==> src/rtl/ysyx_25040109_axi_pkg.sv <==
// ============================================================================
// ysyx_25040109_axi_pkg : shared AXI widths, response codes, arbiter states
// Rev 1.0
// ============================================================================
`default_nettype none

package ysyx_25040109_axi_pkg;

  localparam int ADDR_W  = 32;
  localparam int DATA_W  = 32;
  localparam int ID_W    = 4;
  localparam int LEN_W   = 8;
  localparam int SIZE_W  = 3;
  localparam int BURST_W = 2;
  localparam int RESP_W  = 2;
  localparam int STRB_W  = 4;

  localparam logic [RESP_W-1:0] RESP_OKAY   = 2'b00;
  localparam logic [RESP_W-1:0] RESP_DECERR = 2'b11;

  typedef enum logic [1:0] {
    IDLE   = 2'd0,
    IFU_RD = 2'd1,
    LSU_RD = 2'd2,
    LSU_WR = 2'd3
  } arb_state_e;

endpackage

`default_nettype wire

==> src/rtl/ysyx_25040109_rr_pick2.sv <==
// ============================================================================
// ysyx_25040109_rr_pick2 : two-way round-robin picker, one-hot grant
// Rev 1.0
// ============================================================================
`default_nettype none

module ysyx_25040109_rr_pick2
  import ysyx_25040109_axi_pkg::*;
(
  input  logic [1:0] req,
  input  logic       last,
  output logic [1:0] gnt
);

  // last=1 means requester 1 won most recently, so requester 0 goes first
  always_comb begin
    gnt = 2'b00;
    case (req)
      2'b01:   gnt = 2'b01;
      2'b10:   gnt = 2'b10;
      2'b11:   gnt = last ? 2'b01 : 2'b10;
      default: gnt = 2'b00;
    endcase
  end

endmodule

`default_nettype wire

==> src/rtl/ysyx_25040109_axi_arbiter.sv <==
// ============================================================================
// ysyx_25040109_axi_arbiter : IFU/LSU onto one AXI4 master port, one in flight
// Rev 1.0
// ============================================================================
`default_nettype none

module ysyx_25040109_axi_arbiter
  import ysyx_25040109_axi_pkg::*;
(
  input  logic                 clk,
  input  logic                 rst,

  input  logic                 ifu_arvalid,
  input  logic [ADDR_W-1:0]    ifu_araddr,
  input  logic [ID_W-1:0]      ifu_arid,
  input  logic [LEN_W-1:0]     ifu_arlen,
  input  logic [SIZE_W-1:0]    ifu_arsize,
  input  logic [BURST_W-1:0]   ifu_arburst,
  output logic                 ifu_arready,
  output logic                 ifu_rvalid,
  output logic [DATA_W-1:0]    ifu_rdata,
  output logic [RESP_W-1:0]    ifu_rresp,
  output logic [ID_W-1:0]      ifu_rid,
  output logic                 ifu_rlast,
  input  logic                 ifu_rready,

  input  logic                 lsu_arvalid,
  input  logic [ADDR_W-1:0]    lsu_araddr,
  input  logic [ID_W-1:0]      lsu_arid,
  input  logic [LEN_W-1:0]     lsu_arlen,
  input  logic [SIZE_W-1:0]    lsu_arsize,
  input  logic [BURST_W-1:0]   lsu_arburst,
  output logic                 lsu_arready,
  output logic                 lsu_rvalid,
  output logic [DATA_W-1:0]    lsu_rdata,
  output logic [RESP_W-1:0]    lsu_rresp,
  output logic [ID_W-1:0]      lsu_rid,
  output logic                 lsu_rlast,
  input  logic                 lsu_rready,

  input  logic                 lsu_awvalid,
  input  logic [ADDR_W-1:0]    lsu_awaddr,
  input  logic [ID_W-1:0]      lsu_awid,
  input  logic [LEN_W-1:0]     lsu_awlen,
  input  logic [SIZE_W-1:0]    lsu_awsize,
  input  logic [BURST_W-1:0]   lsu_awburst,
  output logic                 lsu_awready,
  input  logic                 lsu_wvalid,
  input  logic [DATA_W-1:0]    lsu_wdata,
  input  logic [STRB_W-1:0]    lsu_wstrb,
  input  logic                 lsu_wlast,
  output logic                 lsu_wready,
  output logic                 lsu_bvalid,
  output logic [RESP_W-1:0]    lsu_bresp,
  output logic [ID_W-1:0]      lsu_bid,
  input  logic                 lsu_bready,

  output logic                 out_arvalid,
  output logic [ADDR_W-1:0]    out_araddr,
  output logic [ID_W-1:0]      out_arid,
  output logic [LEN_W-1:0]     out_arlen,
  output logic [SIZE_W-1:0]    out_arsize,
  output logic [BURST_W-1:0]   out_arburst,
  input  logic                 out_arready,
  output logic                 out_awvalid,
  output logic [ADDR_W-1:0]    out_awaddr,
  output logic [ID_W-1:0]      out_awid,
  output logic [LEN_W-1:0]     out_awlen,
  output logic [SIZE_W-1:0]    out_awsize,
  output logic [BURST_W-1:0]   out_awburst,
  input  logic                 out_awready,
  output logic                 out_wvalid,
  output logic [DATA_W-1:0]    out_wdata,
  output logic [STRB_W-1:0]    out_wstrb,
  output logic                 out_wlast,
  input  logic                 out_wready,
  input  logic                 out_rvalid,
  input  logic [DATA_W-1:0]    out_rdata,
  input  logic [RESP_W-1:0]    out_rresp,
  input  logic [ID_W-1:0]      out_rid,
  input  logic                 out_rlast,
  output logic                 out_rready,
  input  logic                 out_bvalid,
  input  logic [RESP_W-1:0]    out_bresp,
  input  logic [ID_W-1:0]      out_bid,
  output logic                 out_bready
);

  arb_state_e state, state_nxt;
  logic       rr_last, rr_last_nxt;
  logic       a_done, a_done_nxt;
  logic       w_done, w_done_nxt;
  logic       lsu_req;
  logic [1:0] gnt;
  logic       rd_lsu;

  assign lsu_req = lsu_awvalid | lsu_arvalid;

  ysyx_25040109_rr_pick2 u_pick (
    .req  ({lsu_req, ifu_arvalid}),
    .last (rr_last),
    .gnt  (gnt)
  );

  always_ff @(posedge clk or negedge rst) begin
    if (!rst) begin
      state   <= IDLE;
      rr_last <= 1'b1;
      a_done  <= 1'b0;
      w_done  <= 1'b0;
    end else begin
      state   <= state_nxt;
      rr_last <= rr_last_nxt;
      a_done  <= a_done_nxt;
      w_done  <= w_done_nxt;
    end
  end

  // Payloads are muxed unconditionally; only the valids/readies carry meaning
  assign rd_lsu      = (state == LSU_RD);
  assign out_araddr  = rd_lsu ? lsu_araddr  : ifu_araddr;
  assign out_arid    = rd_lsu ? lsu_arid    : ifu_arid;
  assign out_arlen   = rd_lsu ? lsu_arlen   : ifu_arlen;
  assign out_arsize  = rd_lsu ? lsu_arsize  : ifu_arsize;
  assign out_arburst = rd_lsu ? lsu_arburst : ifu_arburst;

  assign out_awaddr  = lsu_awaddr;
  assign out_awid    = lsu_awid;
  assign out_awlen   = lsu_awlen;
  assign out_awsize  = lsu_awsize;
  assign out_awburst = lsu_awburst;
  assign out_wdata   = lsu_wdata;
  assign out_wstrb   = lsu_wstrb;
  assign out_wlast   = lsu_wlast;

  assign ifu_rdata = out_rdata;
  assign ifu_rresp = out_rresp;
  assign ifu_rid   = out_rid;
  assign ifu_rlast = out_rlast;
  assign lsu_rdata = out_rdata;
  assign lsu_rresp = out_rresp;
  assign lsu_rid   = out_rid;
  assign lsu_rlast = out_rlast;
  assign lsu_bresp = out_bresp;
  assign lsu_bid   = out_bid;

  always_comb begin
    state_nxt   = state;
    rr_last_nxt = rr_last;
    a_done_nxt  = a_done;
    w_done_nxt  = w_done;
    out_arvalid = 1'b0;
    out_awvalid = 1'b0;
    out_wvalid  = 1'b0;
    out_rready  = 1'b0;
    out_bready  = 1'b0;
    ifu_arready = 1'b0;
    ifu_rvalid  = 1'b0;
    lsu_arready = 1'b0;
    lsu_rvalid  = 1'b0;
    lsu_awready = 1'b0;
    lsu_wready  = 1'b0;
    lsu_bvalid  = 1'b0;

    case (state)
      IDLE: begin
        if (gnt[0]) begin
          state_nxt   = IFU_RD;
          rr_last_nxt = 1'b0;
          a_done_nxt  = 1'b0;
          w_done_nxt  = 1'b0;
        end else if (gnt[1]) begin
          // A pending write beats a pending read from the same master
          state_nxt   = lsu_awvalid ? LSU_WR : LSU_RD;
          rr_last_nxt = 1'b1;
          a_done_nxt  = 1'b0;
          w_done_nxt  = 1'b0;
        end
      end

      IFU_RD: begin
        out_arvalid = ifu_arvalid & ~a_done;
        ifu_arready = out_arready & ~a_done;
        if (out_arvalid && out_arready) a_done_nxt = 1'b1;
        ifu_rvalid  = out_rvalid;
        out_rready  = ifu_rready;
        if (out_rvalid && out_rready && out_rlast) state_nxt = IDLE;
      end

      LSU_RD: begin
        out_arvalid = lsu_arvalid & ~a_done;
        lsu_arready = out_arready & ~a_done;
        if (out_arvalid && out_arready) a_done_nxt = 1'b1;
        lsu_rvalid  = out_rvalid;
        out_rready  = lsu_rready;
        if (out_rvalid && out_rready && out_rlast) state_nxt = IDLE;
      end

      LSU_WR: begin
        out_awvalid = lsu_awvalid & ~a_done;
        lsu_awready = out_awready & ~a_done;
        if (out_awvalid && out_awready) a_done_nxt = 1'b1;
        out_wvalid  = lsu_wvalid & ~w_done;
        lsu_wready  = out_wready & ~w_done;
        if (out_wvalid && out_wready && lsu_wlast) w_done_nxt = 1'b1;
        lsu_bvalid  = out_bvalid;
        out_bready  = lsu_bready;
        if (out_bvalid && out_bready) state_nxt = IDLE;
      end

      default: state_nxt = IDLE;
    endcase
  end

endmodule

`default_nettype wire
==> config.mk <==
export PLATFORM = sky130hd
export DESIGN_NAME = ysyx_25040109_axi_arbiter
export DESIGN_NICKNAME = d
export VERILOG_FILES = /design/src/rtl/ysyx_25040109_axi_pkg.sv /design/src/rtl/ysyx_25040109_rr_pick2.sv /design/src/rtl/ysyx_25040109_axi_arbiter.sv
export SDC_FILE = /design/constraint.sdc
export NUM_CORES = 1
export LEC_CHECK = 0
export ABC_CLOCK_PERIOD_IN_PS = 4000
export CAP_MARGIN = 20
export CORE_AREA = 2 2 184 186
export CTS_CLUSTER_DIAMETER = 50
export CTS_CLUSTER_SIZE = 28
export DETAILED_ROUTE_END_ITERATION = 6
export DIE_AREA = 0 0 186 188
export GPL_TIMING_DRIVEN = 1
export MAX_ROUTING_LAYER = met4
export PLACE_DENSITY_LB_ADDON = 0.08
export SYNTH_ARGS = -nofsm -noshare
export SYNTH_HDL_FRONTEND = slang
export SYNTH_HIERARCHICAL = 1
export SYNTH_SLANG_ARGS = --single-unit
==> constraint.sdc <==
create_clock -name clk -period 4 [get_ports clk]
set_clock_uncertainty 0.15 [all_clocks]
set_input_delay 0.6 -clock clk [delete_from_list [all_inputs] [get_ports clk]]
set_output_delay 0.6 -clock clk [all_outputs]
set_load 0.005 [all_outputs]
==> flow_metrics.env, run 1 <==
export IMPL_status="finished clean"
export IMPL_cp_num_buf_inv=3
export IMPL_crit_chain="inv_1, ha_2, buf_12, mux2_2, clkdlybuf4s50_1"
export IMPL_hold_buffers=0
export IMPL_clockBufferDepth=2
export IMPL_p_per_area_mw_per_mm2=363.6
export IMPL_first_pass_iters=3
export IMPL_setup_tns_ps=0
export IMPL_ff2ff_setup_slack_ps=2040
export IMPL_synth_nets=529
export IMPL_crit_path_start="state[0]"
export IMPL_grt_ovfl_total=0
export IMPL_synth_seq_cells=5
export IMPL_p_leak_nw=1.162
export IMPL_finalSetupViolations=0
export IMPL_antenna_left=0
export IMPL_max_freq_mhz=341.0
export IMPL_critical_path_max_stage_delay_ps=480
export IMPL_fin_area_mm2=0.003485
export IMPL_placementRows=67
export IMPL_drv_cap=0
export IMPL_layout_setup_ws_ps=1068
export IMPL_endpoint_kind="output pin"
export IMPL_hold_violations=0
export IMPL_dr_total_vias=1759
export IMPL_required_ps=3250
export IMPL_syn_instance_count=280
export IMPL_drv_slew=0
export IMPL_synthFlopType="dfrtp_1"
export IMPL_cts_htree_levels=1
export IMPL_ir_drop_mv=0.1627
export IMPL_core_area_mm2=0.03311
export IMPL_hold_path_class="flip-flop to flip-flop"
export IMPL_layout_common_cells="clkdlybuf4s50_1 (177), mux2_2 (49), ha_1 (5)"
export IMPL_placed_area_mm2=0.003403
export IMPL_cp_top_family="buffers and inverters"
export IMPL_grt_pass1_vias=2077
export IMPL_grt_antenna_before_repair=0
export IMPL_pin_count=474
export IMPL_drive_above_1_share_pct=20.98
export IMPL_tightest_slew_ps=449.1
export IMPL_drc=0
export IMPL_min_period_ps=2932
export IMPL_slew_headroom_pct=70.06
export IMPL_postCtsSetupBuffers=0
export IMPL_port_buffers=177
export IMPL_path_max_fanout=52
export IMPL_clock_sinks=5
export IMPL_fp_dieW_um=186
export IMPL_cts_resized=0
export IMPL_wl_um=8903
export IMPL_yosys_warnings=6
export IMPL_start_util_pct=7.107
export IMPL_grt_setup_unrepaired="false"
export IMPL_grt_first_pass_wirelength_um=12270
export IMPL_async_reset_ff_share_pct=100.0
export IMPL_cts_tree="built"
export IMPL_clk_pin_slew_ps=30
export IMPL_hp_start="rr_last"
export IMPL_synth_avg_cell_area_um2=8.405
export IMPL_r2r_start="state[0]"
export IMPL_nNetsFinal=536
export IMPL_drt_iter0_markers=7
export IMPL_grt_max_degree=53
export IMPL_clock_latency_ps=230
export IMPL_cp_slowest_cell="clkdlybuf4s50_1"
export IMPL_final_common_cell="clkdlybuf4s50_1"
export IMPL_numCtsBuffers=3
export IMPL_synth_edff_count=0
export IMPL_vias_per_cell=2.393
export IMPL_critPathLaunchType="flip-flop"
export IMPL_die_y_um=188
export IMPL_yosysSeqAreaShare_pct=5.369
export IMPL_period_share_pct=73.31
export IMPL_cts_root_buf="clkbuf_16"
export IMPL_syn_area_mm2=0.002354
export IMPL_dieArea_mm2=0.03497
export IMPL_synth_cell_types=30
export IMPL_area_delta_synth_final_pct=48.06
export IMPL_pre_cts_slack_ps=1067
export IMPL_grt_usage_pct=4.921
export IMPL_gp_congestion=0.6688
export IMPL_hpwl_um=7724
export IMPL_worstSetupPathType="flip-flop to output pin"
export IMPL_wl_per_cell_um=12.11
export IMPL_crit_arrival_ps=2180
-- power breakdown --
| part | internal, W | switching [W] | leakage [nW] | total [W] |
|---|---|---|---|---|
| logic | 0.000631 | 0.000375 | 1.06 | 0.00101 |
| registers | 0.0000765 | 0.0000203 | 0.0611 | 0.0000969 |
| clock network | 0.000132 | 0.0000323 | 0.0382 | 0.000164 |
-- worst reg2reg max path, delay by kind of cell, from the launching register on --
kind | cells | cell delay (ps)
adders and majority gates | 1 | 320
AOI/OAI and AO/OA | 1 | 100
DFF | 1 | 410
and+or+nand+nor | 2 | 580
muxes | 1 | 180
buffers and inverters | 1 | 150
-- through the flow --
stage	utilization (%)	total power, W	hold slack, ps	std cells
2_1_floorplan	-	0.0006898	154.4	280
3_3_place_gp	10.28	0.001161	365.7	730
3_5_place_dp	10.28	0.001133	383.4	730
4_1_cts	10.52	0.001309	391.6	734
5_1_grt	10.52	0.001374	440.4	734
6_report	10.52	0.001267	400.7	735
-- final timing paths --
kind,end,cells past startpoint
max,out_araddr[17],5
min,rr_last,2
max reg2reg,state[1],6
min reg2reg,rr_last,2
max in group asynchronous,rr_last,1
min in group asynchronous,w_done,1
-- synthesized netlist by cell type, types with 2 or more instances --
master    number  share of area, %
a21boi_0       2              0.64
a21boi_1       2              0.64
a21oi_1        3              0.64
and2_1         4               1.1
and2_2         2              0.64
and3_1         3              0.80
and3b_1        2              0.74
buf_2          5               1.1
buf_4        170                54
dfrtp_1        4               4.3
ha_1           6               3.2
inv_1          4              0.64
mux2_2        49                23
mux2i_1        4               1.7
nand2_1        3              0.48
nand3_1        3              0.64
-- routing by layer --
metal | global-route usage, % | vias up | share of wire [%]
met2 | 9.279 | 150 | 54
met4 | 3.846 | 0 | 7.0
met5 | - | - | 0
li1 | - | 758 | -
met3 | 1.185 | 80 | 9.6
met1 | 4.017 | 771 | 30
-- state kept, by name, summed over array words and instances (netlist names) --
name and cells:
state 2, w_done 1, a_done 1, rr_last 1
-- area by class of cell --
| type | instances | area (um2) |
|---|---|---|
| Tap cell | 448 | 560.5 |
| Clock buffer | 4 | 78.83 |
| Antenna cell | 1 | 2.502 |
| Timing Repair Buffer | 178 | 1792 |
| Sequential cell | 5 | 126.4 |
| Multi-Input combinational cell | 95 | 909.6 |
| Inverter | 4 | 15.01 |
| Fill cell | 3813 | 29630 |
-- cell families after synthesis --
family | count (synthesis) | share of synthesized area (%)
buffers and inverters | 180 | 56.09
muxes | 53 | 25.15
and+or+nand+nor | 23 | 6.008
AOI/OAI and AO/OA | 13 | 4.199
adders and majority gates | 6 | 3.190
DFF | 5 | 5.370
Note: power is estimated with default switching activity, not from simulation.
==> run 2, diff against run 1 <==
--- a/config.mk
+++ b/config.mk
@@ -5,13 +5,13 @@
 export SDC_FILE = /design/constraint.sdc
 export NUM_CORES = 1
 export LEC_CHECK = 0
-export ABC_CLOCK_PERIOD_IN_PS = 4000
+export ABC_CLOCK_PERIOD_IN_PS = 2700
 export CAP_MARGIN = 20
-export CORE_AREA = 2 2 184 186
+export CORE_AREA = 2 2 183 185
 export CTS_CLUSTER_DIAMETER = 50
 export CTS_CLUSTER_SIZE = 28
 export DETAILED_ROUTE_END_ITERATION = 6
-export DIE_AREA = 0 0 186 188
+export DIE_AREA = 0 0 185 187
 export GPL_TIMING_DRIVEN = 1
 export MAX_ROUTING_LAYER = met4
 export PLACE_DENSITY_LB_ADDON = 0.08
==> constraint.sdc (replaced) <==
create_clock -name clk -period 2.7 [get_ports clk]
set_clock_uncertainty 0.15 [all_clocks]
set_input_delay 0.405 -clock clk [delete_from_list [all_inputs] [get_ports clk]]
set_output_delay 0.405 -clock clk [all_outputs]
set_load 0.005 [all_outputs]
==> run 2 against run 1 <==
Net effect:
- final cell count is 0.54% higher
- non-clock buffer count is 4 higher
- count of clock-buffer cells in the layout stayed put
- total power is 60% higher
- combinational power is 60% higher
- routed wire length is 18% higher
- worst hold slack worse by 83 ps
- critical endpoint is now out_arsize[0]
==> flow_metrics.env, run 2 (synthesis results as in run 1) <==
export IMPL_slew_headroom_pct=68.22
export IMPL_clock_sinks=5
export IMPL_drv_cap=0
export IMPL_drt_iter0_markers=44
export IMPL_clock_latency_ps=230
export IMPL_grt_pass1_vias=1952
export IMPL_antenna_left=0
export IMPL_grt_antenna_before_repair=1
export IMPL_utilization_pct=10.82
export IMPL_p_leak_nw=1.193
export IMPL_required_ps=2140
export IMPL_finalSetupViolations=0
export IMPL_grt_first_pass_wirelength_um=14210
export IMPL_largest_reg_flops=2
export IMPL_max_freq_mhz=388.4
export IMPL_wl_um=10530
export IMPL_cts_root_buf="clkbuf_16"
export IMPL_grt_ovfl_total=0
export IMPL_placementRows=67
export IMPL_final_common_cell="clkdlybuf4s50_1"
export IMPL_drc=0
export IMPL_port_buffers=177
export IMPL_dieArea_mm2=0.03460
export IMPL_period_share_pct=95.37
export IMPL_layout_setup_ws_ps=125.1
export IMPL_setup_tns_ps=0
export IMPL_start_util_pct=7.162
export IMPL_tightest_slew_ps=476.7
export IMPL_drive_above_1_share_pct=22.41
export IMPL_vias_per_cell=2.314
export IMPL_worstSetupPathType="flip-flop to output pin"
export IMPL_hold_buffers=0
export IMPL_postCtsSetupBuffers=0
export IMPL_layout_common_cells="clkdlybuf4s50_1 (177), mux2_2 (49), ha_1 (5)"
export IMPL_status="finished clean"
export IMPL_area_delta_synth_final_pct=51.04
export IMPL_cts_tree="built"
export IMPL_pre_cts_slack_ps=259.7
export IMPL_ir_drop_mv=0.1512
export IMPL_wl_per_cell_um=14.25
export IMPL_dr_total_vias=1710
export IMPL_pin_count=474
export IMPL_path_max_fanout=22
export IMPL_hpwl_um=9228
export IMPL_nNetsFinal=540
export IMPL_timing_hold_ws_ps=318.1
export IMPL_core_area_mm2=0.03286
export IMPL_grt_max_degree=31
export IMPL_numCtsBuffers=3
export IMPL_top_register="state"
export IMPL_clk_pin_slew_ps=40
export IMPL_p_per_area_mw_per_mm2=568.6
export IMPL_gp_congestion=0.7487
export IMPL_crit_arrival_ps=2020
export IMPL_critPathLaunchType="flip-flop"
export IMPL_grt_setup_unrepaired="false"
export IMPL_clockBufferDepth=2
export IMPL_grt_usage_pct=5.940
export IMPL_endpoint_kind="output pin"
export IMPL_hold_path_class="primary input to async pin"
export IMPL_min_period_ps=2575
export IMPL_drv_slew=0
export IMPL_total_power_w=0.002021
export IMPL_cts_htree_levels=1
export IMPL_first_pass_iters=4
export IMPL_fp_dieW_um=185
export IMPL_die_y_um=187
export IMPL_hold_violations=0
[run 2: changes by cell type in the layout (fill, tap and decap cells not counted), sizes merged]
cell,delta
buf,+3
clkbuf,+1
[run 2: worst paths after layout]
check                      startpoint       endpoint  slack, ps  depth (start not counted)
min in group clk              rr_last        rr_last        380                          2
setup / recovery             state[0]  out_arsize[0]        130                          5
max in group asynchronous         rst        rr_last       1770                          1
setup reg to reg             state[1]       state[1]        660                          6
hold / removal                    rst         w_done        320                          1
hold reg to reg               rr_last        rr_last        380                          2
[run 2: where the power goes]
part           internal (W)  switching, W  leakage (nW)
Sequential         0.000113     0.0000315        0.0611
Combinational       0.00101      0.000613          1.09
Clock              0.000197     0.0000601        0.0382
Total               0.00132      0.000705          1.19
[run 2: area by class of cell]
| cell class | instances | area [um2] |
|---|---|---|
| Antenna cell | 1 | 2.502 |
| Sequential cell | 5 | 126.4 |
| Fill cell | 3836 | 29310 |
| Multi-Input combinational cell | 95 | 919.6 |
| Timing Repair Buffer | 182 | 1852 |
| Tap cell | 448 | 560.5 |
| Clock buffer | 4 | 78.83 |
| Inverter | 4 | 15.01 |
[run 2: worst max-delay path, cell delays in order (launching register included)]
cell	delay, ps
dfrtp_1	420
inv_2	130
ha_4	210
buf_12	190
mux2_2	350
clkdlybuf4s50_1	490
[run 2: metrics by stage]
| stage | cells | cell area (um2) |
|---|---|---|
| finish | 739 | 3555 |
| detailed placement | 733 | 3438 |
| CTS | 737 | 3517 |
| global placement | 733 | 3438 |
| floorplan | 280 | 2354 |
| global route | 739 | 3555 |
[run 2: per-layer routing]
metal,up-vias,track usage (%),share of wire (%)
met1,777,5.976,36
met4,0,2.167,1.7
li1,771,-,-
met5,-,-,0
met2,121,10.56,53
met3,41,2.044,8.9
[run 2: what timing repair did]
action	CTS	global route
endpoints found under the hold margin	0	0
gates resized for setup	0	2
setup endpoints to repair	0	35
==> run 3, diff against run 2 <==
--- a/config.mk
+++ b/config.mk
@@ -8,13 +8,14 @@
 export ABC_CLOCK_PERIOD_IN_PS = 2700
 export CAP_MARGIN = 20
 export CORE_AREA = 2 2 183 185
-export CTS_CLUSTER_DIAMETER = 50
+export CTS_CLUSTER_DIAMETER = 120
 export CTS_CLUSTER_SIZE = 28
 export DETAILED_ROUTE_END_ITERATION = 6
 export DIE_AREA = 0 0 185 187
 export GPL_TIMING_DRIVEN = 1
 export MAX_ROUTING_LAYER = met4
 export PLACE_DENSITY_LB_ADDON = 0.08
+export RECOVER_POWER = 50
 export SYNTH_ARGS = -nofsm -noshare
 export SYNTH_HDL_FRONTEND = slang
 export SYNTH_HIERARCHICAL = 1
==> run 3 against run 2 <==
Net effect:
- sequential share of layout area unchanged
- flip-flop and latch count unchanged
- die area stayed put
- worst setup slack stayed put
- worst hold slack better by 63 ps
- routed wire length did not move
- count of clock-buffer cells in the layout unchanged
- non-clock buffer count did not move
==> flow_metrics.env, run 3 (synthesis results as in run 1) <==
export IMPL_vias_per_cell=2.314
export IMPL_required_ps=2140
export IMPL_crit_arrival_ps=2020
export IMPL_fp_dieW_um=185
export IMPL_r2r_end="state[1]"
export IMPL_internal_power_w=0.001316
export IMPL_first_pass_iters=4
export IMPL_cts_tree="built"
export IMPL_drv_cap=0
export IMPL_clockBufferDepth=2
export IMPL_drc=0
export IMPL_crit_path_start="state[0]"
export IMPL_nNetsFinal=540
export IMPL_endpoint_kind="output pin"
export IMPL_drv_slew=0
export IMPL_pin_count=474
export IMPL_wl_um=10530
export IMPL_p_per_area_mw_per_mm2=568.6
export IMPL_grt_usage_pct=5.940
export IMPL_hold_buffers=0
export IMPL_ff2ff_setup_slack_ps=660
export IMPL_grt_setup_unrepaired="false"
export IMPL_grt_max_degree=31
export IMPL_finalSetupViolations=0
export IMPL_wl_per_cell_um=14.25
export IMPL_layout_common_cells="clkdlybuf4s50_1 (176), mux2_2 (49), ha_1 (5)"
export IMPL_area_delta_synth_final_pct=51.04
export IMPL_timing_hold_ws_ps=381.1
export IMPL_dieArea_mm2=0.03460
export IMPL_finalNonFillerCells=739
export IMPL_grt_ovfl_total=0
export IMPL_antenna_left=0
export IMPL_grt_first_pass_wirelength_um=14210
export IMPL_tightest_slew_ps=476.7
export IMPL_core_area_mm2=0.03286
export IMPL_period_share_pct=95.37
export IMPL_p_seq_share_pct=7.2
export IMPL_critPathLaunchType="flip-flop"
export IMPL_dr_total_vias=1710
export IMPL_final_common_cell="clkdlybuf4s50_1"
export IMPL_clock_power_share_pct=12.7
export IMPL_worst_r2r_path_depth=6
export IMPL_grt_antenna_before_repair=1
export IMPL_min_period_ps=2575
export IMPL_numCtsBuffers=3
export IMPL_drt_iter0_markers=44
export IMPL_cts_htree_levels=1
export IMPL_grt_pass1_vias=1952
export IMPL_gp_congestion=0.7487
export IMPL_critical_path_endpoint="out_arsize[0]"
export IMPL_postCtsSetupBuffers=0
export IMPL_slew_headroom_pct=68.22
export IMPL_cts_root_buf="clkbuf_16"
export IMPL_placementRows=67
export IMPL_ir_drop_mv=0.1512
export IMPL_setup_tns_ps=0
export IMPL_status="finished clean"
export IMPL_drive_above_1_share_pct=22.41
export IMPL_max_freq_mhz=388.4
export IMPL_r2r_start="state[1]"
export IMPL_die_y_um=187
export IMPL_largest_reg_flops=2
export IMPL_p_switching_w=0.0007046
export IMPL_start_util_pct=7.162
export IMPL_fill_cells=3836
export IMPL_path_max_fanout=22
export IMPL_pre_cts_slack_ps=259.7
export IMPL_clock_sinks=5
export IMPL_top_register="state"
export IMPL_hold_violations=0
export IMPL_p_leak_nw=1.193
export IMPL_hold_path_class="flip-flop to flip-flop"
export IMPL_place_inst=733
export IMPL_swShare_pct=34.87
export IMPL_utilization_pct=10.82
export IMPL_clk_pin_slew_ps=40
export IMPL_hpwl_um=9228
export IMPL_port_buffers=177
export IMPL_layout_setup_ws_ps=125.1
export IMPL_combPwrFrac_pct=80.1
export IMPL_worstSetupPathType="flip-flop to output pin"
export IMPL_clock_latency_ps=230
==> run 3: cell types whose count changed in the layout (fill, tap and decap cells not counted), sizes merged <==
cell and delta:
dlygate4sd3 +1, clkdlybuf4s50 -1
==> run 3: power groups by stage <==
stage          Sequential, W  Combinational (W)  Clock (W)
2_1_floorplan       0.000135           0.000887          0
3_3_place_gp        0.000146            0.00164          0
3_5_place_dp        0.000142            0.00160          0
4_1_cts             0.000141            0.00162   0.000264
5_1_grt             0.000151            0.00175   0.000267
6_report            0.000145            0.00162   0.000257
==> run 3: worst max-delay path, stage by stage (launching register included) <==
cell,delay [ps]
dfrtp_1,420
inv_2,130
ha_4,210
buf_12,190
mux2_2,350
clkdlybuf4s50_1,490
==> run 3: metal layers <==
metal,GRT usage (%),part of all wire [%],vias to the layer above
li1,-,-,771
met4,2.167,1.7,0
met5,-,0,-
met3,2.044,8.9,41
met2,10.56,53,121
met1,5.976,36,777
==> run 3: stage by stage <==
stage	power [W]	area [um2]
global route	0.002171	3555
floorplan	0.001022	2354
detailed placement	0.001743	3438
CTS	0.002021	3517
global placement	0.001785	3438
finish	0.002021	3555
==> run 3: repair_timing <==
item	CTS	global route
setup endpoints to repair	0	35
hold endpoints to repair	0	0
resized for setup	0	2
==> run 3: worst min path at each step <==
stage             from      end  slack (ps)  cells after the start
2_1_floorplan      rst   a_done         -40                      0
3_3_place_gp   rr_last  rr_last         400                      2
3_5_place_dp   rr_last  rr_last         370                      2
4_1_cts            rst   w_done         330                      1
5_1_grt            rst   w_done         410                      1
6_report       rr_last  rr_last         380                      2
==> run 3: cell type report <==
class	count	area (um2)	area share [%]
clock buffers	4	78.83	2.218
inverters	4	15.01	0.4224
multi-input cells	95	919.6	25.87
flip-flops and latches	5	126.4	3.555
diodes	1	2.502	0.07040
well taps	448	560.5	15.77
repair buffers	182	1852	52.09
